$ cat config.mk
export PLATFORM = sky130hd
export DESIGN_NAME = rlim_seq_flat
export DESIGN_NICKNAME = d
export VERILOG_FILES = /design/src/rtl/rlim_seq_if.sv /design/src/rtl/rlim_seq.sv /design/src/flat_wrapper.sv
export SDC_FILE = /design/constraint.sdc
export NUM_CORES = 1
export LEC_CHECK = 0
export ABC_CLOCK_PERIOD_IN_PS = 2100
export CAP_MARGIN = 40
export CORE_MARGIN = 3
export CORE_UTILIZATION = 51
export CTS_CLUSTER_DIAMETER = 100
export CTS_CLUSTER_SIZE = 16
export DETAILED_ROUTE_END_ITERATION = 16
export PLACE_DENSITY = 0.76
export SYNTH_ARGS = -nofsm -noshare
export SYNTH_HDL_FRONTEND = slang
export SYNTH_SLANG_ARGS = --single-unit
$ cat constraint.sdc
create_clock -name i_clk -period 2.1 [get_ports i_clk]
set_input_delay 0.21 -clock i_clk [delete_from_list [all_inputs] [get_ports i_clk]]
set_output_delay 0.21 -clock i_clk [all_outputs]
set_load 0.02 [all_outputs]
$ cat src/rtl/rlim_seq_if.sv
// Request and mode-line bundle between the control-unit microsequencer and rlim_seq.
// The sequencer side takes the slave modport; the requester (or bench) takes master.
interface rlim_seq_if;
   logic       i_run;
   logic       i_fast;
   logic       i_fault;
   logic       o_stopped;
   logic       o_ls1;
   logic       o_ls2;
   logic       o_hs;
   logic       o_busy;
   logic [2:0] o_state;

   modport master (
      output i_run, i_fast, i_fault,
      input  o_stopped, o_ls1, o_ls2, o_hs, o_busy, o_state
   );

   modport slave (
      input  i_run, i_fast, i_fault,
      output o_stopped, o_ls1, o_ls2, o_hs, o_busy, o_state
   );
endinterface

$ cat src/rtl/rlim_seq.sv
// Mode sequencer for rlim4: turns run/fast/fault requests into one-hot mode lines,
// enforcing start, shift and brake dwell times so no illegal mode jump reaches rlim4.
module rlim_seq #(
   parameter int DW      = 16,
   parameter int T_START = 130,
   parameter int T_SHIFT = 390,
   parameter int T_BRAKE = 260
) (
   input logic        i_clk,
   input logic        i_reset,
   rlim_seq_if.slave  bus
);

   typedef enum logic [2:0] {
      IDLE  = 3'd0,
      START = 3'd1,
      LOW   = 3'd2,
      HIGH  = 3'd3,
      DOWN  = 3'd4,
      BRAKE = 3'd5
   } state_t;

   localparam logic [DW-1:0] LD_START = DW'(T_START - 1);
   localparam logic [DW-1:0] LD_SHIFT = DW'(T_SHIFT - 1);
   localparam logic [DW-1:0] LD_BRAKE = DW'(T_BRAKE - 1);

   state_t        state, state_nxt;
   logic [DW-1:0] cnt, cnt_nxt;
   logic          cnt_zero;

   logic stopped_q, ls1_q, ls2_q, hs_q, busy_q;
   logic stopped_d, ls1_d, ls2_d, hs_d, busy_d;

   assign cnt_zero = (cnt == '0);

   // Next state and counter; the counter saturates at zero unless an entry reloads it.
   always_comb begin
      state_nxt = state;
      cnt_nxt   = cnt_zero ? '0 : cnt - DW'(1);
      case (state)
         IDLE: begin
            if (bus.i_run && !bus.i_fault) begin
               state_nxt = START;
               cnt_nxt   = LD_START;
            end
         end
         START: begin
            if (bus.i_fault || !bus.i_run) begin
               state_nxt = BRAKE;
               cnt_nxt   = LD_BRAKE;
            end else if (cnt_zero) begin
               state_nxt = LOW;
               cnt_nxt   = LD_SHIFT;
            end
         end
         LOW: begin
            if (bus.i_fault || !bus.i_run) begin
               state_nxt = BRAKE;
               cnt_nxt   = LD_BRAKE;
            end else if (bus.i_fast && cnt_zero) begin
               state_nxt = HIGH;
            end
         end
         HIGH: begin
            if (bus.i_fault) begin
               state_nxt = BRAKE;
               cnt_nxt   = LD_BRAKE;
            end else if (!bus.i_run || !bus.i_fast) begin
               state_nxt = DOWN;
               cnt_nxt   = LD_SHIFT;
            end
         end
         DOWN: begin
            if (bus.i_fault) begin
               state_nxt = BRAKE;
               cnt_nxt   = LD_BRAKE;
            end else if (cnt_zero && bus.i_run) begin
               state_nxt = LOW;
               cnt_nxt   = LD_SHIFT;
            end else if (cnt_zero) begin
               state_nxt = BRAKE;
               cnt_nxt   = LD_BRAKE;
            end
         end
         BRAKE: begin
            if (cnt_zero) begin
               state_nxt = IDLE;
            end
         end
         default: begin
            state_nxt = IDLE;
            cnt_nxt   = '0;
         end
      endcase
   end

   // Mode lines are decoded from the next state so they leave a flop, not the state decode.
   always_comb begin
      stopped_d = 1'b0;
      ls1_d     = 1'b0;
      ls2_d     = 1'b0;
      hs_d      = 1'b0;
      busy_d    = 1'b1;
      case (state_nxt)
         START:   ls1_d = 1'b1;
         LOW:     ls2_d = 1'b1;
         HIGH:    hs_d  = 1'b1;
         DOWN:    ls2_d = 1'b1;
         BRAKE:   ls1_d = 1'b1;
         default: begin
            stopped_d = 1'b1;
            busy_d    = 1'b0;
         end
      endcase
   end

   always_ff @(posedge i_clk) begin
      if (i_reset) begin
         state     <= IDLE;
         cnt       <= '0;
         stopped_q <= 1'b1;
         ls1_q     <= 1'b0;
         ls2_q     <= 1'b0;
         hs_q      <= 1'b0;
         busy_q    <= 1'b0;
      end else begin
         state     <= state_nxt;
         cnt       <= cnt_nxt;
         stopped_q <= stopped_d;
         ls1_q     <= ls1_d;
         ls2_q     <= ls2_d;
         hs_q      <= hs_d;
         busy_q    <= busy_d;
      end
   end

   assign bus.o_stopped = stopped_q;
   assign bus.o_ls1     = ls1_q;
   assign bus.o_ls2     = ls2_q;
   assign bus.o_hs      = hs_q;
   assign bus.o_busy    = busy_q;
   assign bus.o_state   = state;

endmodule

$ cat src/flat_wrapper.sv
// flat-port wrapper written by rule: the top's interface ports become plain ports
module rlim_seq_flat 
#(
   parameter int DW      = 16,
   parameter int T_START = 130,
   parameter int T_SHIFT = 390,
   parameter int T_BRAKE = 260
)
  (i_clk, i_reset, bus_i_run, bus_i_fast, bus_i_fault, bus_o_stopped, bus_o_ls1, bus_o_ls2, bus_o_hs, bus_o_busy, bus_o_state);
  rlim_seq_if bus_i ();
  input logic i_clk;
  input logic i_reset;
  input wire logic [$bits(bus_i.i_run)-1:0] bus_i_run;
  input wire logic [$bits(bus_i.i_fast)-1:0] bus_i_fast;
  input wire logic [$bits(bus_i.i_fault)-1:0] bus_i_fault;
  output wire logic [$bits(bus_i.o_stopped)-1:0] bus_o_stopped;
  output wire logic [$bits(bus_i.o_ls1)-1:0] bus_o_ls1;
  output wire logic [$bits(bus_i.o_ls2)-1:0] bus_o_ls2;
  output wire logic [$bits(bus_i.o_hs)-1:0] bus_o_hs;
  output wire logic [$bits(bus_i.o_busy)-1:0] bus_o_busy;
  output wire logic [$bits(bus_i.o_state)-1:0] bus_o_state;
  assign bus_i.i_run = bus_i_run;
  assign bus_i.i_fast = bus_i_fast;
  assign bus_i.i_fault = bus_i_fault;
  assign bus_o_stopped = bus_i.o_stopped;
  assign bus_o_ls1 = bus_i.o_ls1;
  assign bus_o_ls2 = bus_i.o_ls2;
  assign bus_o_hs = bus_i.o_hs;
  assign bus_o_busy = bus_i.o_busy;
  assign bus_o_state = bus_i.o_state;
  rlim_seq #(.DW(DW), .T_START(T_START), .T_SHIFT(T_SHIFT), .T_BRAKE(T_BRAKE)) u_core (.i_clk(i_clk), .i_reset(i_reset), .bus(bus_i));
endmodule
==> metrics.txt <==
Chip Height 60.1 um; layout cells sized above 1 17.9%; crit path kind flop to flop; GRT Total Usage 22.5%; Critical R2R Launch u_core.cnt[2]; Seq/Total Area, Yosys 32.2%; Post-CTS Hold Buffers 0; Syn Inst Count 183; Yosys reg bits 24; initial core utilization 56.6%; Bufs on Longest Clock Path 2; Placement Cell Area 1670 um2; fin area 1780 um2; DRT Wirelength 3.59 mm; hold slack final 527 ps; drc violations 0; yosys warns 0; Synth top cells by count nor2_1, dfxtp_1, a21oi_1; initial antenna violation count 0; status complete, no violations; Final min period 1990 ps; Reg-to-Reg End u_core.cnt[8]; largest net degree at the start of global routing 17; pwr dens 1870 nW/um2; # H-tree levels 1; total congestion overflow 0; DR vias 1450; Reg2Reg Setup Slack 110 ps; ys async rst share 0%; Final period util 94.7%; IO buf count 12; R2R cell count 6; vias in the first global route 1383; Final ANT Viol Nets 0; CTS root buffer clkbuf_4; Synth top area share 32.2%; top cell type by total area after synthesis dfxtp_1; die area 3610 um2; Setup crit start kind flop; WL/cell 15.2 um; WP data arrival 2210 ps; Netlist cell types 50; hold_sp u_core.cnt[12]; most common cell in the netlist nor2_1; vias per inst 6.12; Max Slew Vio Count 0; Synth Net Count 189; Worst-path clk slew 130 ps; Synth Area per Inst 8.15 um2; endpoints failing hold 0; endpoints failing setup 0; Core Region 2640 um2; Layout Nets 214; Critical Path RT 2330 ps; fmax 503 MHz; Max Cap Viol 0; dpl hpwl 2.69 mm; CTS tree done; Area growth syn-to-layout 19.3%; VDD IR-drop max 1.34 mV; first-pass GRT wire length 6.24 mm; leakage power 0.676 nW; synth top area cells dfxtp_1, nor2_1, a21oi_1, nor4_4, xor2_1; EDFF count, synth 0; Non-Filler Instances 237; ANT cells 0; Hold Path Sink u_core.cnt[12]; cell row count 18; DRT iter0 DRCs 69; # placed instances 227; Top Ports 13; critical path capture point type flop; Num CTS Buffers 3; Hold Crit Depth 2; drt pass-1 iters 4; die width 60.1 um; Critical Path Fanout Max 6; Worst-Skew Late Latency 320 ps; routability cong. 0.850; Post-synth top flop dfxtp_1; TritonCTS Sinks 24; Post-Syn Area 1490 um2; worst min-delay path class flop to flop; worst-margin pin slew 529 ps; Worst slew margin 64.7%; final clock skew 17.5 ps
## metal layers
| metal | vias up | global-route usage, % | routed length, um |
|---|---|---|---|
| met4 | 0 | 5.06 | 29 |
| li1 | 712 | - | - |
| met3 | 4 | 3.67 | 211 |
| met2 | 54 | 35.0 | 1670 |
| met5 | - | 0 | 0 |
| met1 | 680 | 32.4 | 1680 |
## flip-flops by register name, indices dropped and copies added (netlist names)
name and count:
u_core.bus.o_busy 1, u_core.bus.o_state 3, u_core.cnt 16, u_core.bus.o_ls1 1, u_core.bus.o_stopped 1, u_core.bus.o_ls2 1, u_core.bus.o_hs 1
## metrics by stage
| stage | setup WS, ps | TNS (ps) | power [mW] | util [%] |
|---|---|---|---|---|
| 6_report | 111 | 0 | 3.32 | 67.5 |
| 2_1_floorplan | 178 | 0 | 2.34 | - |
| 5_1_grt | -44.5 | -44.5 | 3.59 | 67.5 |
| 4_1_cts | 9.86 | 0 | 3.14 | 65.6 |
| 3_5_place_dp | -47.9 | -332 | 2.83 | 63.5 |
| 3_3_place_gp | 12.0 | 0 | 2.78 | 63.5 |
## area by class of cell
cell class | count | area, um2
Fill cell | 209 | 856
Timing Repair Buffer | 32 | 270
Clock buffer | 4 | 36.3
Inverter | 7 | 26.3
Tap cell | 30 | 37.5
Multi-Input combinational cell | 140 | 928
Sequential cell | 24 | 480
## power by group
| group | total [mW] | internal [mW] | switching [mW] |
|---|---|---|---|
| clock | 0.239 | 0.106 | 0.133 |
| sequential | 0.907 | 0.644 | 0.262 |
| combinational | 2.18 | 1.05 | 1.13 |
| total | 3.32 | 1.80 | 1.52 |
## cell usage in the layout (no fill, tap or decap), types with 3 or more instances in the layout
cell	Yosys	layout
inv_1	7	6
nand3_1	3	3
xnor2_1	4	4
nand4_1	5	5
o21ai_0	12	12
clkbuf_4	0	3
a21oi_1	18	17
nor3_1	6	6
a31oi_1	3	3
dfxtp_1	24	24
xor2_1	7	7
clkdlybuf4s50_1	0	12
nor4_4	3	3
buf_4	2	20
nand2_1	12	12
nand2b_1	3	3
nor2_1	25	25
## critical path: stages, from the launching register on
cell      delay, ps
dfxtp_1         390
nor4_4          490
nand4_1         200
nor3_1          250
buf_4           180
a311oi_1        100
a32o_1          280
## worst max path at each step
stage / from / end / slack (ps) / cells past startpoint
after floorplan: u_core.cnt[0] / u_core.bus.o_ls2 / 180 / 8
after global placement: u_core.cnt[0] / u_core.bus.o_ls2 / 10 / 7
after detailed placement: bus_i_fault / u_core.cnt[5] / -50 / 6
after CTS: u_core.cnt[0] / u_core.bus.o_ls2 / 10 / 7
after global routing: u_core.cnt[2] / u_core.cnt[8] / -40 / 6
final: u_core.cnt[2] / u_core.cnt[8] / 110 / 6
## cells by family after synthesis
logic type / after synthesis / share of synthesized area [%]
AND/OR/NAND/NOR: 75 / 30.8
AO/OA/AOI/OAI: 52 / 21.8
flip-flops: 24 / 32.2
buffers and inverters: 19 / 7.21
XOR/XNOR: 11 / 6.46
multiplexers: 1 / 0.671
adder cells (fa/ha/maj): 1 / 0.839
## what timing repair did
action                                  4_1_cts  5_1_grt
resized for setup                             2        3
endpoints found under the setup margin        4       17
hold endpoints to repair                      0        0
setup buffers                                 1        5
pin swaps                                     1        2
No activity file was read; power rests on OpenSTA's default activity.
